File: src/rtl/inv_clarke_seq.sv
// rtl/inv_clarke_seq.sv - sequential inverse Clarke transform, one shared multiplier
module inv_clarke_seq #(
  parameter int WIDTH           = 10,
  parameter int FRACTIONAL_BITS = 8
) (
  input  logic                    clk,
  input  logic                    rst_n,
  input  logic                    in_valid,
  output logic                    in_ready,
  input  logic signed [WIDTH-1:0] alpha,
  input  logic signed [WIDTH-1:0] beta,
  output logic                    out_valid,
  input  logic                    out_ready,
  output logic signed [WIDTH-1:0] a,
  output logic signed [WIDTH-1:0] b,
  output logic signed [WIDTH-1:0] c,
  output logic                    sat
);

  localparam int PW = WIDTH + FRACTIONAL_BITS + 1;
  localparam int EW = WIDTH + 2;

  // floor(sqrt(x)) by bit-wise search; keeps the constant exact without real math
  function automatic longint isqrt(input longint x);
    longint r;
    longint t;
    r = 0;
    for (int bp = FRACTIONAL_BITS + 2; bp >= 0; bp--) begin
      t = r | (longint'(1) << bp);
      if (t * t <= x) r = t;
    end
    return r;
  endfunction

  // K = floor(2^F * sqrt(3)/2) = floor(sqrt(3 * 4^F) / 2)
  localparam longint KL = isqrt(longint'(3) << (2 * FRACTIONAL_BITS)) / 2;
  localparam logic signed [PW-1:0] KC = PW'(KL);

  localparam logic signed [EW-1:0] MAXV = EW'((1 << (WIDTH - 1)) - 1);
  localparam logic signed [EW-1:0] MINV = EW'(-(1 << (WIDTH - 1)));

  typedef enum logic [1:0] {IDLE, MUL, SUM, HOLD} state_t;

  state_t                  state;
  logic signed [WIDTH-1:0] alpha_r;
  logic signed [WIDTH-1:0] beta_r;
  logic signed [PW-1:0]    p_r;

  logic signed [PW-1:0]    beta_ext;
  logic signed [PW-1:0]    p_shift;
  logic signed [EW-1:0]    s_ext;
  logic signed [EW-1:0]    alpha_ext;
  logic signed [EW-1:0]    h_ext;
  logic signed [EW-1:0]    b_full;
  logic signed [EW-1:0]    c_full;
  logic                    b_clip;
  logic                    c_clip;
  logic signed [WIDTH-1:0] b_sat;
  logic signed [WIDTH-1:0] c_sat;

  assign in_ready = (state == IDLE);

  // clip a wide intermediate into the WIDTH output range
  function automatic logic [WIDTH:0] clip(input logic signed [EW-1:0] v);
    logic signed [EW-1:0] r;
    logic                 f;
    r = v;
    f = 1'b0;
    if (v > MAXV) begin
      r = MAXV;
      f = 1'b1;
    end else if (v < MINV) begin
      r = MINV;
      f = 1'b1;
    end
    return {f, r[WIDTH-1:0]};
  endfunction

  // SUM-stage arithmetic from the captured alpha and registered product
  always_comb begin
    beta_ext  = PW'(beta_r);
    p_shift   = p_r >>> FRACTIONAL_BITS;
    s_ext     = EW'(p_shift);
    alpha_ext = EW'(alpha_r);
    h_ext     = alpha_ext >>> 1;
    b_full    = s_ext - h_ext;
    c_full    = -s_ext - h_ext;
    {b_clip, b_sat} = clip(b_full);
    {c_clip, c_sat} = clip(c_full);
  end

  // control FSM with all datapath and output registers
  always_ff @(posedge clk or negedge rst_n) begin
    if (!rst_n) begin
      state     <= IDLE;
      alpha_r   <= '0;
      beta_r    <= '0;
      p_r       <= '0;
      a         <= '0;
      b         <= '0;
      c         <= '0;
      sat       <= 1'b0;
      out_valid <= 1'b0;
    end else begin
      case (state)
        IDLE: begin
          if (in_valid) begin
            alpha_r <= alpha;
            beta_r  <= beta;
            state   <= MUL;
          end
        end
        MUL: begin
          p_r   <= beta_ext * KC;
          state <= SUM;
        end
        SUM: begin
          a         <= alpha_r;
          b         <= b_sat;
          c         <= c_sat;
          sat       <= b_clip | c_clip;
          out_valid <= 1'b1;
          state     <= HOLD;
        end
        HOLD: begin
          if (out_ready) begin
            out_valid <= 1'b0;
            state     <= IDLE;
          end
        end
        default: state <= IDLE;
      endcase
    end
  end

endmodule

File: config.mk
export PLATFORM = sky130hd
export DESIGN_NAME = inv_clarke_seq
export DESIGN_NICKNAME = d
export VERILOG_FILES = /design/src/rtl/inv_clarke_seq.sv
export SDC_FILE = /design/constraint.sdc
export NUM_CORES = 1
export LEC_CHECK = 0
export ABC_AREA = 0
export CAP_MARGIN = 20
export CELL_PAD_IN_SITES_DETAIL_PLACEMENT = 1
export CELL_PAD_IN_SITES_GLOBAL_PLACEMENT = 2
export CORE_MARGIN = 8
export CORE_UTILIZATION = 40
export DETAILED_ROUTE_END_ITERATION = 8
export PLACE_DENSITY_LB_ADDON = 0.1
export SETUP_SLACK_MARGIN = 0.15
export SKIP_LAST_GASP = 1
export SYNTH_ARGS = -nofsm -noshare
export SYNTH_HDL_FRONTEND = slang
export SYNTH_SLANG_ARGS = --single-unit
export TNS_END_PERCENT = 30
File: constraint.sdc
create_clock -name clk -period 6.6 [get_ports clk]
set_input_delay 0.99 -clock clk [delete_from_list [all_inputs] [get_ports clk]]
set_output_delay 0.99 -clock clk [all_outputs]
set_load 0.01 [all_outputs]
==> impl_metrics.ini <==
[route]
top_layer_used = met4
vias = 4025
dr_wl_met3_um = 403
wl_per_cell_um = 15.3
wl_met2_um = 6160
drc = 0
routed_wl_um = 12400
dr.pass1.iters = 4
drt_iter0_markers = 143
m1WireLength_um = 5630
avgViaCountPerCell = 4.98
ant_nets = 0

[run]
drv_cap = 0

[final_layout]
final_common_cell = inv_1
fin_area_mm2 = 0.00667
antenna_cells = 0
finalNetCount = 764
drive_gt1_frac = 0.0971
stdcell_count = 808
final_cell_mix = 115 x inv_1, 85 x ha_1, 65 x dfrtp_1
final_core_util = 0.482
area_growth_pct = 18.5

[sta]
final_hold_viol_count = 0
setup_violations = 0
max_freq_ghz = 0.205
final_max_slew_viol_count = 0
relSlewSlack = 0.335
finClkSkew_ns = 0.00800
rsz0062_at_grt = no
finalCriticalPeriod_ns = 4.88
worstMarginPinSlew_ns = 0.996
period_share = 0.739
tns_ns = 0

[synth]
synth_top_area_cell = dfrtp_1
syn_nets = 710
synth-edff-count = 0
yosysWarnings = 0
synthFlopType = dfrtp_1
syn_inst = 569
synth.top_cells.by_area = dfrtp_1 29%, ha_1 19%, fa_1 11%, inv_1 7.7%, mux2_2 6.2%
netlist_area_mm2 = 0.00563
syn_avg_cell_area_um2 = 9.89
yosysTopAreaCellShare = 0.289
ys_ff_latch = 65
yosysSeqAreaShare = 0.289
synthArstFlopShare = 1.00
synth_cell_types = 59

[clock_network]
worstSkewPairLatency_ns = 0.34
cts.hold.buffers_added = 0
cts_num_sinks = 65
cts_tree = yes
post_cts_buffers = 0
ctsHtreeMaxLevel = 3
post_cts_resized = 0
clock-root-buffer = clkbuf_16
path_clk_slew_ns = 0.06
clockBufferDepth = 2
cts_buffers = 9

[die]
dieHeight_um = 135
fp.dieW_um = 135
dieArea_mm2 = 0.0181
boundaryPins = 57
start_util = 0.407
placementRows = 43
coreArea_mm2 = 0.0138

[grt]
grt_pass1_wl_um = 21500
antenna_found_initial = 0
grt_max_degree = 66
track_usage = 0.146
grt_pass1_vias = 4460
overflow = 0

[min_path]
hold_path_class = reg -> reg
hold-path-cell-count = 1
min_to = alpha_r[0]$_DFFE_PN0P_
hp-start = alpha_r[0]$_DFFE_PN0P_

[critical_path]
cp_max_fo = 6
cp.required_ns = 6.80
crit_type = reg -> reg
ff2ff_path_depth = 17
arrival_ns = 5.07
end_kind = flip-flop
critPathLaunchType = flip-flop
rr_startpoint = beta_r[8]$_DFFE_PN0P_
r2r_setup_slack_ns = 1.72
r2r-end = p_r[17]$_DFFE_PN0N_

[placement]
dpl.hpwl_um = 9760
gp_congestion = 0.817
dp_cells = 792
numPortBuffers = 56
dpl_cell_area_mm2 = 0.00635

[run_status]
status = finished, final reports clean
## synth_stat cells (all sizes together), types with 4 or more instances
cell type    n
a31oi       11
nor2        31
ha          86
and2         4
mux2        31
buf          4
dfrtp       65
a21oi       22
clkbuf      10
nor2b        6
xor2        15
fa          31
nand2       27
nor3         8
nand2b       4
nand3        5
inv        115
xnor2       15
a21o         6
o21ai       17
o21bai       5
o211ai       4
## critical path, stage by stage (launching register included)
cell      delay, ns
dfrtp_1        0.46
ha_1           0.32
inv_1          0.05
fa_1           0.49
inv_1          0.05
fa_1           0.47
inv_1          0.05
fa_1           0.53
inv_1          0.05
ha_1           0.35
a21o_1         0.21
a21oi_1        0.13
o21ai_0        0.17
o31a_1         0.33
a221o_1        0.40
a311oi_1       0.34
xor2_1         0.21
mux2i_1        0.10
## stage by stage
stage | setup WS [ns] | hold WS (ns)
final | 1.72 | 0.504
after global placement | 1.86 | 0.481
after CTS | 1.69 | 0.506
after detailed placement | 1.74 | 0.490
after floorplan | 2.11 | 0.474
after global routing | 1.50 | 0.519
## cell type report
class	instances	area (um^2)
Tap cell	180	225
Timing Repair Buffer	57	563
Clock inverter	6	92.6
Sequential cell	65	1630
Inverter	115	432
Multi-Input combinational cell	375	3500
Fill cell	1560	7160
Clock buffer	10	229
## cells by family (layout without fill, tap and decap cells)
logic type	count (synthesis)	count (layout)	share of synthesized area
flops	65	65	0.289
simple gates	97	97	0.0821
xor+xnor	30	30	0.0467
buf+inv	129	188	0.0894
fa+ha+maj	117	117	0.302
mux	34	34	0.0674
compound gates	97	97	0.124
## how the worst max path moves through the flow
stage                          startpoint             endpoint  slack [ns]  depth (start not counted)
floorplan           beta_r[8]$_DFFE_PN0P_  p_r[17]$_DFFE_PN0N_        2.11                         17
global placement    beta_r[8]$_DFFE_PN0P_  p_r[17]$_DFFE_PN0N_        1.86                         17
detailed placement  beta_r[8]$_DFFE_PN0P_  p_r[17]$_DFFE_PN0N_        1.74                         17
CTS                 beta_r[8]$_DFFE_PN0P_  p_r[17]$_DFFE_PN0N_        1.69                         17
global route        beta_r[8]$_DFFE_PN0P_  p_r[17]$_DFFE_PN0N_        1.50                         17
finish              beta_r[8]$_DFFE_PN0P_  p_r[17]$_DFFE_PN0N_        1.72                         17
## per-layer routing
layer	up-vias	track usage
met4	0	0.0580
met2	53	0.253
met5	-	0
met1	1960	0.175
met3	14	0.0286
li1	1998	-
## state kept, by name (all words and copies together), names as in the netlist
signal and flops:
sat 1, beta_r 10, out_valid 1, alpha_r 10, c 10, p_r 11
b 10, state 2, a 10
Power is not shown: default switching activity piles up to over one toggle a cycle in this logic, so the estimate is an artifact.
